## config.mk

```make
export PLATFORM = sky130hd
export DESIGN_NAME = conv_sched
export DESIGN_NICKNAME = d
export VERILOG_FILES = /design/src/rtl/conv_sched.sv
export SDC_FILE = /design/constraint.sdc
export NUM_CORES = 1
export LEC_CHECK = 0
export CORE_MARGIN = 1.5
export CORE_UTILIZATION = 44
export DETAILED_ROUTE_END_ITERATION = 10
export GPL_TIMING_DRIVEN = 0
export PLACE_DENSITY = 0.83
export SLEW_MARGIN = 10
export SYNTH_ARGS = -nofsm -noshare
export SYNTH_HDL_FRONTEND = slang
export SYNTH_SLANG_ARGS = --single-unit
```

## constraint.sdc

```tcl
create_clock -name i_clk -period 2.4 [get_ports i_clk]
set_input_delay 0.48 -clock i_clk [delete_from_list [all_inputs] [get_ports i_clk]]
set_output_delay 0.48 -clock i_clk [all_outputs]
set_load 0.02 [all_outputs]
```

## src/rtl/conv_sched.sv

```systemverilog
// conv_sched - scheduler for the PHY parallel-to-serial converter.
//
// Accepts parallel words over a valid/ready handshake, latches a width mode
// per word and issues a one-cycle load strobe to the converter. It then
// tracks the serial bit index so the next word loads exactly on the word
// boundary, with no bubble between words.
//
// Width modes (i_pclk_req / o_pclk): 00 = 32 bit, 01 = 16 bit, 10 = 8 bit.
// The reserved code 11 keeps the previous mode and raises o_err for one cycle.
//
// Ports:
//   i_clk       system clock, rising edge
//   i_reset     asynchronous active-high reset
//   i_enb       global enable; low freezes all state
//   i_pclk_req  requested width mode for the next word
//   i_in        upstream parallel word
//   i_in_valid  upstream word valid
//   o_in_ready  scheduler can accept a word this cycle (combinational)
//   o_pclk      width mode applied to the converter
//   o_data      word presented to the converter, masked to the width
//   o_load      one-cycle load strobe for the converter
//   o_bit_idx   index of the bit being serialized
//   o_shifting  high while a word is being serialized
//   o_err       one-cycle pulse when a word is accepted with mode 11
//   o_word_cnt  count of accepted words (wraps)
//
// DATA_W must be 32: the width modes are defined relative to a 32-bit word.

module conv_sched #(
  parameter int DATA_W = 32,
  parameter int CNT_W  = 16
) (
  input  logic              i_clk,
  input  logic              i_reset,
  input  logic              i_enb,
  input  logic [1:0]        i_pclk_req,
  input  logic [DATA_W-1:0] i_in,
  input  logic              i_in_valid,
  output logic              o_in_ready,
  output logic [1:0]        o_pclk,
  output logic [DATA_W-1:0] o_data,
  output logic              o_load,
  output logic [4:0]        o_bit_idx,
  output logic              o_shifting,
  output logic              o_err,
  output logic [CNT_W-1:0]  o_word_cnt
);

  typedef enum logic {
    IDLE  = 1'b0,
    SHIFT = 1'b1
  } state_t;

  state_t             r_state;
  logic [1:0]         r_pclk;
  logic [DATA_W-1:0]  r_data;
  logic               r_load;
  logic [4:0]         r_bit_idx;
  logic               r_err;
  logic [CNT_W-1:0]   r_word_cnt;

  state_t             w_state_next;
  logic [1:0]         w_pclk_next;
  logic [DATA_W-1:0]  w_data_next;
  logic               w_load_next;
  logic [4:0]         w_bit_idx_next;
  logic               w_err_next;
  logic [CNT_W-1:0]   w_word_cnt_next;

  logic [4:0]         w_last_idx;
  logic               w_last;
  logic               w_in_ready;
  logic               w_accept;
  logic               w_req_illegal;
  logic [1:0]         w_pclk_sel;

  // Keep-ones mask for a given width mode.
  function automatic logic [DATA_W-1:0] width_mask(input logic [1:0] mode);
    logic [DATA_W-1:0] m;
    case (mode)
      2'b01:   m = {{(DATA_W-16){1'b0}}, {16{1'b1}}};
      2'b10:   m = {{(DATA_W-8){1'b0}}, {8{1'b1}}};
      default: m = {DATA_W{1'b1}};
    endcase
    return m;
  endfunction

  // Final bit index of the word in flight (N-1). Mode 11 is never latched,
  // so its entry only exists to keep the decode total.
  always_comb begin
    case (r_pclk)
      2'b01:   w_last_idx = 5'd15;
      2'b10:   w_last_idx = 5'd7;
      default: w_last_idx = 5'd31;
    endcase
  end

  assign w_last        = (r_bit_idx == w_last_idx);
  assign w_in_ready    = i_enb & ((r_state == IDLE) | ((r_state == SHIFT) & w_last));
  assign w_accept      = i_in_valid & w_in_ready;
  assign w_req_illegal = (i_pclk_req == 2'b11);
  // An illegal request keeps the current mode rather than guessing one.
  assign w_pclk_sel    = w_req_illegal ? r_pclk : i_pclk_req;

  always_comb begin
    // Hold everything by default; strobes drop unless re-asserted.
    w_state_next    = r_state;
    w_pclk_next     = r_pclk;
    w_data_next     = r_data;
    w_load_next     = 1'b0;
    w_bit_idx_next  = r_bit_idx;
    w_err_next      = 1'b0;
    w_word_cnt_next = r_word_cnt;

    if (i_enb) begin
      if (w_accept) begin
        w_state_next    = SHIFT;
        w_pclk_next     = w_pclk_sel;
        w_data_next     = i_in & width_mask(w_pclk_sel);
        w_load_next     = 1'b1;
        w_bit_idx_next  = 5'd0;
        w_err_next      = w_req_illegal;
        w_word_cnt_next = r_word_cnt + {{(CNT_W-1){1'b0}}, 1'b1};
      end else if (r_state == SHIFT) begin
        if (w_last) begin
          // Word finished with nothing queued behind it.
          w_state_next   = IDLE;
          w_bit_idx_next = 5'd0;
        end else begin
          w_bit_idx_next = r_bit_idx + 5'd1;
        end
      end
    end
  end

  always_ff @(posedge i_clk or posedge i_reset) begin
    if (i_reset) begin
      r_state    <= IDLE;
      r_pclk     <= 2'b00;
      r_data     <= '0;
      r_load     <= 1'b0;
      r_bit_idx  <= 5'd0;
      r_err      <= 1'b0;
      r_word_cnt <= '0;
    end else begin
      r_state    <= w_state_next;
      r_pclk     <= w_pclk_next;
      r_data     <= w_data_next;
      r_load     <= w_load_next;
      r_bit_idx  <= w_bit_idx_next;
      r_err      <= w_err_next;
      r_word_cnt <= w_word_cnt_next;
    end
  end

  assign o_in_ready = w_in_ready;
  assign o_pclk     = r_pclk;
  assign o_data     = r_data;
  assign o_load     = r_load;
  assign o_bit_idx  = r_bit_idx;
  assign o_shifting = (r_state == SHIFT);
  assign o_err      = r_err;
  assign o_word_cnt = r_word_cnt;

endmodule

```

# [Yosys cells after proc, flatten, opt, wreduce, memory -nomap -nowiden]
# Index checks and enable logic that the tools add are counted.
[word_totals] regBits=58 wordCells=39 out_inout_bits=59
[classes] n_reduce_logical=3 add_sub_neg=2 muxes=15 bitwise_logic=6 n_eq_ne=6
[ops] cell="$mux W32" n=2
[ops] cell="$pmux W32 S2" n=1
[ops] cell="$and A32 B32 Y32" n=1
[ops] cell="$add A16 B1 Y16 const B" n=1
[ops] cell="$mux W5" n=3
[ops] cell="$pmux W5 S2" n=1
[ops] cell="$mux W1" n=7
[ops] cell="$eq A2 B2 Y1 const B" n=3
[ops] cell="$add A5 B1 Y5 const B" n=1
[ops] cell="$eq A5 B5 Y1" n=1
[ops] cell="$eq A2 B1 Y1 const B" n=2
[ops] cell="$reduce_and A2 Y1" n=2
[ops] cell="$and A1 B1 Y1" n=3
[ops] cell="$mux W2" n=1
[ops] cell="$reduce_bool A2 Y1" n=1
[ops] cell="$not A1 Y1" n=1
[ops] cell="$or A1 B1 Y1" n=1

# [Logic depth before layout (Yosys ltp)]
[logic_depth] depth_word=10 depth_mapped=8 depth_no_buf=7

# [Worst setup path before layout]
# No wires, ideal clock.
[synth_timing] path_type="reg-to-output" startpoint="reg r_pclk[0] (netlist: o_pclk[0])" endpoint="out o_in_ready" arrival_ps=1727 stages_incl_launch_ff=6 slack_ps=193 path_buffers=0 path_cell_list="dfrtp_1 inv_1 ha_1 xor2_2 o31ai_4 and2_1"
[synth_via] elab_chain_cells=6 elab_cells_between_ends=7 cone_classes="eq/ne (3); mux (1); bitwise (3)"
[synth_rtl] item="start: declaration" line="55" source="logic [1:0] r_pclk;"
[synth_rtl] item="start signal: assignment" line="147" source="r_pclk <= w_pclk_next;"
[synth_rtl] item="$eq A2 B2 Y1 / $eq A2 B1 Y1 (equally long branches)" line="91" source="case (r_pclk)"
[synth_rtl] item="$pmux W5 S2 *" line="91"
[synth_rtl] item="$eq A5 B5 Y1 *" line="98" source="assign w_last = (r_bit_idx == w_last_idx);"
[synth_rtl] item="$and A1 B1 Y1 *" line="99" source="assign w_in_ready = i_enb & ((r_state == IDLE) | ((r_state == SHIFT) & w_last));"
[synth_rtl] item="$or A1 B1 Y1 *" line="99"
[synth_rtl] item="$and A1 B1 Y1 *" line="99"
[synth_rtl] item="end: declaration" line="39" source="output logic o_in_ready,"
# Every way passes the cells marked *; elsewhere a longest branch is shown, timed or not.

# [Worst setup path after layout]
# Ends and elaborated chain as after synthesis.

==> impl_metrics.json <==
{
  "drt-total-wl_um": 6210,
  "grt_pass1_vias": 2248,
  "cts_buffers": 9,
  "hold_end": "o_data[26]",
  "ys_types": 35,
  "synthTopCellsByArea": "dfrtp_1 (56%), nand2_1 (13%), xnor2_1 (5.1%)",
  "end_kind": "output pin",
  "postRouteAntennaNets": 0,
  "core_region_area_um2": 5570,
  "hp-class": "register to register",
  "report.final.slew_viol_count": 0,
  "antenna_found_initial": 0,
  "finalInstanceArea_um2": 3890,
  "synth_edf_count": 0,
  "p_int_mw": 2.83,
  "grt_max_degree": 38,
  "wl_per_cell_um": 14.0,
  "synthCells": 256,
  "switching_share": 0.378,
  "max_freq_mhz": 449,
  "clockBufferDepth": 2,
  "syn-num-nets": 298,
  "gr-total-overflow": 0,
  "nets": 408,
  "timing.rr.end": "o_data[23]",
  "synthFlopType": "dfrtp_1",
  "drv_cap": 0,
  "hold_viol": 0,
  "reg2reg_slack_ns": 0.57,
  "grt_usage": 0.211,
  "p_seq_frac": 0.344,
  "skew_ns": 0.0101,
  "ctsHoldBuffers": 0,
  "hp-start": "o_data[26]",
  "path_cells": "inv_1 -> ha_4 -> xor2_2 -> o31ai_4 -> and2_1 -> buf_2",
  "drtIter0Drc": 87,
  "hpwl_um": 4560,
  "clockPowerShare": 0.203,
  "cp_data_required_time_ns": 1.92,
  "firstDrtPassIters": 4,
  "ys_warn_count": 0,
  "tightestPinTransition_ns": 0.619,
  "worstPathArrival_ns": 1.75,
  "synth-seq-cells": 58,
  "reg2reg_depth": 7,
  "period_needed_ns": 2.23,
  "clk_root_buffer_cell": "clkbuf_8",
  "max_stage_delay_ns": 0.41,
  "drc": 0,
  "nFillCells": 431,
  "hold_depth": 2,
  "synth_area_um2": 2590,
  "finalWeightedCongestion": 0.752,
  "status": "complete, no violations",
  "final_layout_size_suffix_gt1_frac": 0.108,
  "path_clk_slew_ns": 0.07,
  "power_density_nw_per_um2": 1170,
  "async_flop_share": 1.00,
  "post-place-cells": 425,
  "die-width_um": 79.7,
  "cts_sinks": 58,
  "finalCritPeriodShare": 0.927,
  "crit_buf_inv": 2,
  "place_area_um2": 3660,
  "htreeDepth": 3,
  "setup-violations-final": 0,
  "start_util": 0.464,
  "cp_max_fo": 4,
  "ir_worst_vdd_uv": 688,
  "cts_tree": "yes",
  "worstSkewPairLatency_ns": 0.33,
  "antenna_cells": 0,
  "synth_top_cell_by_area": "dfrtp_1",
  "synth_top_area_share": 0.561,
  "critPathKind": "register to output pin",
  "area_delta_synth_final_pct": 50.3,
  "power_frac_comb": 0.453,
  "startpoint_type": "register",
  "slowest_stage": "dfrtp_1",
  "ys_seq_area_frac": 0.561,
  "die-area_um2": 6350,
  "top_level_ports": 97,
  "worst_slew_margin_rel": 0.583,
  "die-height_um": 79.7,
  "routed_via_density": 4.94,
  "p_leak_nw": 1.80,
  "rows": 27,
  "rsz0062_at_grt": "no",
  "port_buffers": 96,
  "avgSynthCellArea_um2": 10.1,
  "cpLargestDelayFamily": "flip-flops",
  "final_cells": 443,
  "r2r-start": "o_pclk[1]",
  "hold_ws_ns": 0.465,
  "switchingPower_mw": 1.72,
  "vias": 2188,
  "grt_pass1_wl_um": 10300
}
## power groups by stage
stage                     Sequential [mW]  Clock [mW]  Combinational, mW
final                                1.56       0.921               2.06
after global routing                 1.60       0.990               2.24
after CTS                            1.57       0.941               2.08
after detailed placement             1.58           0               2.03
after global placement               1.56           0               1.97
after floorplan                      1.96           0              0.686
## per-layer routing
| layer | up-vias | GRT usage | part of all wire |
|---|---|---|---|
| met5 | - | 0 | 0 |
| met1 | 1031 | 0.257 | 0.43 |
| met4 | 0 | 0.0877 | 0.015 |
| met2 | 86 | 0.351 | 0.49 |
| li1 | 1062 | - | - |
| met3 | 9 | 0.0606 | 0.067 |
## cell type report
class / count / area [um^2] / share of cell area
Buffer: 11 / 86.3 / 0.0222
Clock buffer: 12 / 155 / 0.0399
Clock inverter: 4 / 50.0 / 0.0129
Inverter: 7 / 28.8 / 0.00740
Multi-Input combinational cell: 180 / 1030 / 0.266
Sequential cell: 58 / 1450 / 0.373
Tap cell: 72 / 90.1 / 0.0232
Timing Repair Buffer: 99 / 991 / 0.255
## logic make-up after synthesis
logic type                 count (synthesis)  share of synthesized area
and+or+nand+nor                          141                      0.254
DFF                                       58                      0.561
xor gates and xnor gates                  21                     0.0769
buffers and inverters                     18                     0.0445
AOI/OAI and AO/OA                         13                     0.0406
adders and majority gates                  4                     0.0194
muxes                                      1                    0.00387
## synth_stat cells, types with 2 or more instances
cell type and count:
and3_1 3, and4_1 2, buf_1 2, buf_2 3
buf_6 5, dfrtp_1 58, ha_1 4, inv_1 6
nand2_1 90, nand3_1 23, nand3b_1 8, nand4_1 6
o21ai_0 6, o21ai_1 2, xnor2_1 15, xor2_1 4
## what timing repair did
action | CTS | global route
endpoints found under the hold margin | 0 | 0
setup buffers | 1 | 1
gates resized for setup | 4 | 2
pin swaps | 1 | 0
setup endpoints to repair | 1 | 1
## per-stage QoR
step	power (mW)	setup WS (ns)	util	setup TNS [ns]
after detailed placement	3.60	-0.344	0.656	-0.344
after floorplan	2.65	0.193	-	0
after global placement	3.53	-0.553	0.653	-32.16
after CTS	4.58	0.0489	0.697	0
final	4.54	0.174	0.697	0
after global routing	4.83	0.0762	0.697	0
## sequential cells by signal, indices dropped and copies added (netlist names)
register / flops
o_word_cnt: 16
o_err: 1
o_pclk: 2
o_shifting: 1
o_data: 32
o_load: 1
o_bit_idx: 5
## worst max path at each step
stage / depth (start not counted) / slack [ns] / from / end
after floorplan: 5 / 0.19 / o_pclk[0] / o_in_ready
after global placement: 2 / -0.55 / i_reset / o_bit_idx[3]
after detailed placement: 6 / -0.34 / o_pclk[0] / o_in_ready
after CTS: 6 / 0.05 / o_pclk[0] / o_in_ready
after global routing: 6 / 0.08 / o_pclk[0] / o_in_ready
final: 6 / 0.17 / o_pclk[0] / o_in_ready
## tightest hold or removal path, delay by kind of cell (launching register included)
family,cells,cell delay [ns]
flops,1,0.34
simple gates,2,0.10
## placed cells by master (no fill, tap or decap), types with 2 or more instances in the layout
cell / count
and3_1: 3
and4_1: 2
buf_1: 2
buf_2: 4
buf_4: 3
buf_6: 5
clkbuf_8: 11
clkdlybuf4s50_1: 95
clkinvlp_4: 2
dfrtp_1: 58
ha_1: 2
inv_1: 5
nand2_1: 90
nand3_1: 23
nand3b_1: 8
nand4_1: 6
o21ai_0: 6
o21ai_1: 2
xnor2_1: 15
xor2_1: 4
Power figures use the tool's default switching activity.
